[config.mk]
export PLATFORM = sky130hd
export DESIGN_NAME = vga_pixel_pipeline
export DESIGN_NICKNAME = d
export VERILOG_FILES = /design/src/rtl/vga_pixel_pipeline_pkg.sv /design/src/rtl/vga_pixel_pipeline_palette.sv /design/src/rtl/vga_pixel_pipeline.sv
export SDC_FILE = /design/constraint.sdc
export NUM_CORES = 1
export LEC_CHECK = 0
export ABC_AREA = 1
export BUFFER_PORTS_ARGS = -buffer_cell sky130_fd_sc_hd__buf_2
export CAP_MARGIN = 20
export CORE_MARGIN = 5
export CORE_UTILIZATION = 52
export DETAILED_ROUTE_END_ITERATION = 10
export PLACE_DENSITY = 0.78
export SLEW_MARGIN = 20
export SYNTH_ARGS = -nofsm -noshare
export SYNTH_HDL_FRONTEND = slang
export SYNTH_SLANG_ARGS = --single-unit
export TNS_END_PERCENT = 100
[constraint.sdc]
create_clock -name clk -period 3.4 [get_ports clk]
set_input_delay 0 -clock clk [delete_from_list [all_inputs] [get_ports clk]]
set_output_delay 0 -clock clk [all_outputs]
set_load 0.005 [all_outputs]
[src/rtl/vga_pixel_pipeline_pkg.sv]
// Shared video definitions for the VGA pixel pipeline: mode encoding, strides,
// pipeline depth, the 12-bit colour type and the reset palette.
package vga_pixel_pipeline_pkg;

  localparam logic MODE_640X480 = 1'b0;
  localparam logic MODE_320X240 = 1'b1;

  localparam int STRIDE_640 = 320;
  localparam int STRIDE_320 = 160;

  localparam int PIPE_DEPTH  = 3;
  localparam int PAL_ENTRIES = 16;

  typedef struct packed {
    logic [3:0] r;
    logic [3:0] g;
    logic [3:0] b;
  } rgb12_t;

  // Grey ramp: entry i is {i,i,i}.
  function automatic rgb12_t reset_palette_entry(input logic [3:0] idx);
    rgb12_t c;
    c.r = idx;
    c.g = idx;
    c.b = idx;
    return c;
  endfunction

  // Byte offset of a framebuffer row, built from shifts so no multiplier is needed.
  function automatic logic [31:0] row_offset(input logic [8:0] y, input logic mode);
    logic [31:0] yw;
    yw = 32'(y);
    if (mode == MODE_320X240) return (yw << 7) + (yw << 5);
    return (yw << 8) + (yw << 6);
  endfunction

endpackage

[src/rtl/vga_pixel_pipeline_palette.sv]
// 16x12 colour palette: one CPU write port and one registered, strobe-enabled
// read port whose output is forced to black for blanking pixels.
module vga_palette
  import vga_pixel_pipeline_pkg::*;
(
  input  logic         clk,
  input  logic         reset,
  input  logic         we,
  input  logic [3:0]   waddr,
  input  rgb12_t       wdata,
  input  logic         rd_en,
  input  logic         rd_valid,
  input  logic [3:0]   raddr,
  output rgb12_t       rd_data
);

  rgb12_t mem [PAL_ENTRIES];

  // NOTE: this array is deliberately reset -- the grey ramp must be visible
  // straight out of reset, and 16 entries are cheap enough as flops.
  always_ff @(posedge clk) begin
    if (reset) begin
      for (int i = 0; i < PAL_ENTRIES; i++) mem[i] <= reset_palette_entry(4'(i));
      rd_data <= '0;
    end else begin
      if (we) mem[waddr] <= wdata;
      // A same-clk write to raddr is not seen here; the read takes the old entry.
      if (rd_en) rd_data <= rd_valid ? mem[raddr] : '0;
    end
  end

endmodule

[src/rtl/vga_pixel_pipeline.sv]
// Three-strobe pixel pipeline behind the VGA timing generator: framebuffer
// address generation, byte fetch, palette lookup, sync alignment and mode latch.
module vga_pixel_pipeline
  import vga_pixel_pipeline_pkg::*;
#(
  parameter int          FB_AW   = 18,
  parameter int unsigned FB_BASE = 0
) (
  input  logic             clk,
  input  logic             reset,
  input  logic             pixel_strobe,
  input  logic             hsync_in,
  input  logic             vsync_in,
  input  logic             active_in,
  input  logic [9:0]       x,
  input  logic [8:0]       y,
  input  logic             mode_req,
  output logic             mode_out,
  output logic [FB_AW-1:0] fb_addr,
  output logic             fb_rd_en,
  input  logic [7:0]       fb_rdata,
  input  logic             pal_we,
  input  logic [3:0]       pal_addr,
  input  logic [11:0]      pal_wdata,
  output logic [3:0]       vga_r,
  output logic [3:0]       vga_g,
  output logic [3:0]       vga_b,
  output logic             vga_hsync,
  output logic             vga_vsync,
  output logic             frame_start
);

  logic [FB_AW-1:0] addr_next;
  logic             s0_active, s0_xlsb;
  logic             rd_pending;
  logic [7:0]       byte_q;
  logic [7:0]       s1_data;
  logic             s1_active, s1_xlsb;
  logic [3:0]       s1_nibble;
  logic [PIPE_DEPTH-1:0] hsync_dly, vsync_dly;
  logic             prev_vsync;
  rgb12_t           pal_rgb;

  assign addr_next = FB_AW'(FB_BASE + row_offset(y, mode_out) + 32'(x[9:1]));

  // S0: address stage. fb_rd_en is a single-clk pulse per active strobe.
  // NOTE: all state uses non-blocking assignments; the default-then-override
  // pattern below relies on the last <= in the block winning.
  always_ff @(posedge clk) begin
    if (reset) begin
      fb_addr   <= '0;
      fb_rd_en  <= 1'b0;
      s0_active <= 1'b0;
      s0_xlsb   <= 1'b0;
    end else begin
      fb_rd_en <= 1'b0;
      if (pixel_strobe) begin
        s0_active <= active_in;
        s0_xlsb   <= x[0];
        if (active_in) begin
          fb_addr  <= addr_next;
          fb_rd_en <= 1'b1;
        end
      end
    end
  end

  // S1: data stage. Read data arrives one clk after fb_rd_en; at the minimum
  // strobe period that is the same clk as the next strobe, hence the bypass.
  always_ff @(posedge clk) begin
    if (reset) begin
      rd_pending <= 1'b0;
      byte_q     <= '0;
      s1_data    <= '0;
      s1_active  <= 1'b0;
      s1_xlsb    <= 1'b0;
    end else begin
      rd_pending <= fb_rd_en;
      if (rd_pending) byte_q <= fb_rdata;
      if (pixel_strobe) begin
        s1_data   <= rd_pending ? fb_rdata : byte_q;
        s1_active <= s0_active;
        s1_xlsb   <= s0_xlsb;
      end
    end
  end

  assign s1_nibble = s1_xlsb ? s1_data[7:4] : s1_data[3:0];

  // S2: colour stage lives in the palette's registered read port.
  vga_palette u_palette (
    .clk      (clk),
    .reset    (reset),
    .we       (pal_we),
    .waddr    (pal_addr),
    .wdata    (rgb12_t'(pal_wdata)),
    .rd_en    (pixel_strobe),
    .rd_valid (s1_active),
    .raddr    (s1_nibble),
    .rd_data  (pal_rgb)
  );

  assign vga_r = pal_rgb.r;
  assign vga_g = pal_rgb.g;
  assign vga_b = pal_rgb.b;

  // Sync delay lines match the three pipeline stages so syncs and colour align.
  always_ff @(posedge clk) begin
    if (reset) begin
      hsync_dly <= '1;
      vsync_dly <= '1;
    end else if (pixel_strobe) begin
      hsync_dly <= {hsync_dly[PIPE_DEPTH-2:0], hsync_in};
      vsync_dly <= {vsync_dly[PIPE_DEPTH-2:0], vsync_in};
    end
  end

  assign vga_hsync = hsync_dly[PIPE_DEPTH-1];
  assign vga_vsync = vsync_dly[PIPE_DEPTH-1];

  // Mode is only taken at the start of the vsync pulse, never mid-frame.
  always_ff @(posedge clk) begin
    if (reset) begin
      prev_vsync  <= 1'b1;
      mode_out    <= MODE_640X480;
      frame_start <= 1'b0;
    end else begin
      frame_start <= 1'b0;
      if (pixel_strobe) begin
        prev_vsync <= vsync_in;
        if (prev_vsync && !vsync_in) begin
          mode_out    <= mode_req;
          frame_start <= 1'b1;
        end
      end
    end
  end

endmodule

==> results_dict.tcl <==
set metrics [dict create \
    critPathMostFrequentCell "nand2_1" \
    worstPathMaxFanout 17 \
    grt_pass1_vias 8916 \
    critPathTopFamily "simple AND/OR/NAND/NOR gates" \
    fp-row-count 55 \
    worstHoldPathType "in -> reg" \
    chipWidth_um 161 \
    setup_violations 0 \
    rr_endpoint "fb_addr[15]" \
    ys_types 38 \
    core_mm2 0.0226 \
    clock.fmax_mhz 378 \
    arrival_ns 3.07 \
    path_clk_slew_ns 0.06 \
    dr.pass1.iters 5 \
    vias 9179 \
    clock_latency_ns 0.53 \
    synthFlopType "edfxtp_1" \
    root_buffer "clkbuf_16" \
    powerDensity_mw_per_mm2 520 \
    slew_headroom_pct 41.9 \
    synth_cells 1279 \
    drv_slew 0 \
    synthTopCellsByCount "268 x nand2_1, 192 x edfxtp_1, 162 x nor2_1, 147 x inv_1, 121 x nand3_1" \
    drt_iter0_drc 1012 \
    grt_max_degree 157 \
    htree_levels 1 \
    grt_pass1_wl_um 45700 \
    period_share_pct 77.8 \
    cts_tree "yes" \
    netlist_area_mm2 0.0119 \
    ys_seq_area_share_pct 58.6 \
    yosysTopAreaCell "edfxtp_1" \
    synth_top_area_share_pct 48.5 \
    wire_per_inst_um 17.5 \
    areaGrowthSynthToFinish_pct 13.7 \
    vias_per_cell 5.51 \
    initial_utilization_pct 52.7 \
    numCtsBuffers 25 \
    layout.nets 1428 \
    synth.most_common_cell "nand2_1" \
    cp_cell_sequence "nand2_1 -> inv_1 -> ha_1 -> inv_1 -> fa_1 -> o21ai_0 -> a21oi_1 -> nor2_1 -> nand3_1 -> nor2_4 -> nand2_1 -> nand2_1 -> nand3_1 -> nand2_1 -> inv_1" \
    timing.critical_path.to "fb_addr[15]" \
    max-cap-violations 0 \
    async_reset_ff_share_pct 0 \
    ios 86 \
    post_cts_resized 0 \
    skew_ns 0.0111 \
    synth_seq_cells 252 \
    cts.sinks 252 \
    cp-start-kind "flip-flop" \
    overflow 0 \
    dieArea_mm2 0.0260 \
    drive_gt1_share_pct 11.2 \
    crit_required_ns 3.83 \
    peakVddDrop_v 0.000323 \
    tns_ns 0 \
    fin_area_mm2 0.0135 \
    drc 0 \
    gp_congestion 0.872 \
    r2r_setup_slack_ns 0.76 \
    ys_top_cells_by_area "edfxtp_1 49%, dfxtp_1 10%, nand2_1 8.5%, nor2_1 5.1%, nand3_1 5.1%" \
    tightest_slew_ns 0.868 \
    fillers 1860 \
    port_buffers 85 \
    crit_path_start "mode_out" \
    ys_warn_count 0 \
    grt_setup_unrepaired "no" \
    diodes 0 \
    drt.antenna.violating_nets 0 \
    critPathKind "reg -> reg" \
    cp.depth 15 \
    avgSynthCellArea_um2 9.29 \
    wirelength_um 29200 \
    fp.dieH_um 161 \
    reg2reg_depth 15 \
    status "finished, final reports clean" \
    final_hold_viol_count 0 \
    synth_nets 1343 \
    leakage_nw 5.52 \
    track_usage_pct 21.9 \
    cpMaxStageDelayCell "dfxtp_1" \
    synth_edf_count 192 \
    postPlaceCellArea_mm2 0.0124 \
    critical_path_buf_inv_count 3 \
    cp_slowest_stage_delay_ns 0.64 \
    crit_path_end_kind "flip-flop" \
    post-route-min-period_ns 2.64 \
    r2r-start "mode_out" \
    clk_path_buf_depth 3 \
    antenna_found_initial 0 \
    place_hpwl_um 18400 \
]
-- worst min-delay path by stage --
stage                      from  slack (ns)                   to  depth (start not counted)
CTS                   active_in      0.0002             fb_rd_en                          3
global placement       hsync_in        0.21         hsync_dly[0]                          3
finish                active_in        0.02             fb_rd_en                          3
global route        pal_addr[3]        0.06  u_palette.mem[2][1]                          5
detailed placement     hsync_in        0.22         hsync_dly[0]                          3
floorplan              hsync_in        0.13         hsync_dly[0]                          2
-- kinds of logic (layout without fill, tap and decap cells) --
family | count (synthesis) | in the layout | synth area share (%)
AO/OA/AOI/OAI | 169 | 169 | 7.79
XOR/XNOR | 6 | 6 | 0.442
adder cells (fa/ha/maj) | 13 | 13 | 1.49
buffers and inverters | 225 | 327 | 8.17
flip-flops | 252 | 252 | 58.6
multiplexers | 44 | 44 | 3.70
AND/OR/NAND/NOR | 570 | 570 | 19.8
-- cells in the final DEF, fill, tap and decap left out, types with 8 or more instances in the layout --
cell type	count
nand2_1	268
edfxtp_1	192
nor2_1	162
inv_1	147
nand3_1	121
buf_2	85
a21oi_1	67
o21ai_0	65
dfxtp_1	60
mux2i_1	44
dlygate4sd3_1	33
clkbuf_16	25
o211ai_1	21
ha_1	11
o21ai_1	8
-- per-stage QoR --
step	instances	setup WS, ns	hold slack [ns]	power [W]	util (%)
finish	1666	0.755	0.0247	0.00703	59.9
CTS	1666	0.755	0.000158	0.00704	59.8
floorplan	1279	0.907	0.126	0.00416	-
global route	1666	0.479	0.0567	0.00727	59.9
global placement	1589	0.872	0.212	0.00436	54.9
detailed placement	1589	0.767	0.215	0.00439	54.9
-- what timing repair did --
item / 4_1_cts / 5_1_grt
hold endpoints to repair: 35 / 0
buffers inserted: 0 / 0
hold buffers: 33 / 0
-- area by class of cell --
class / instances / area [um2] / share of cell area (%)
Sequential cell: 252 / 6970 / 51.6
Clock buffer: 36 / 727 / 5.38
Clock inverter: 8 / 65.1 / 0.482
Inverter: 156 / 586 / 4.33
Multi-Input combinational cell: 802 / 3960 / 29.3
Tap cell: 285 / 357 / 2.64
Timing Repair Buffer: 127 / 848 / 6.28
-- flip-flops by register name, summed over array words and instances, names as in the netlist --
register / count
u_palette.mem: 192
fb_addr: 18
u_palette.rd_data: 12
byte_q: 8
s1_data: 8
hsync_dly: 3
vsync_dly: 3
fb_rd_en: 1
frame_start: 1
mode_out: 1
rd_pending: 1
s0_active: 1
s0_xlsb: 1
s1_active: 1
s1_xlsb: 1
-- metal layers --
layer / global-route usage (%) / vias to the layer above / routed length [um]
li1: - / 4404 / -
met1: 27.8 / 4305 / 11200
met2: 39.4 / 395 / 14900
met3: 2.42 / 75 / 2150
met4: 6.98 / 0 / 886
met5: 0 / - / 0
-- worst reg2reg max path: cells and delay by family (launching register included) --
family          cells  cell delay (ns)
buf+inv             3             0.17
flops               1             0.64
simple gates        8             0.86
fa+ha+maj           2             0.58
compound gates      2             0.31
-- report_power, final --
part | switching [W] | internal (W)
registers | 0.0000620 | 0.00348
logic | 0.000550 | 0.000272
clock network | 0.00112 | 0.00155
total | 0.00173 | 0.00530
Note: power is estimated with default switching activity, not from simulation.
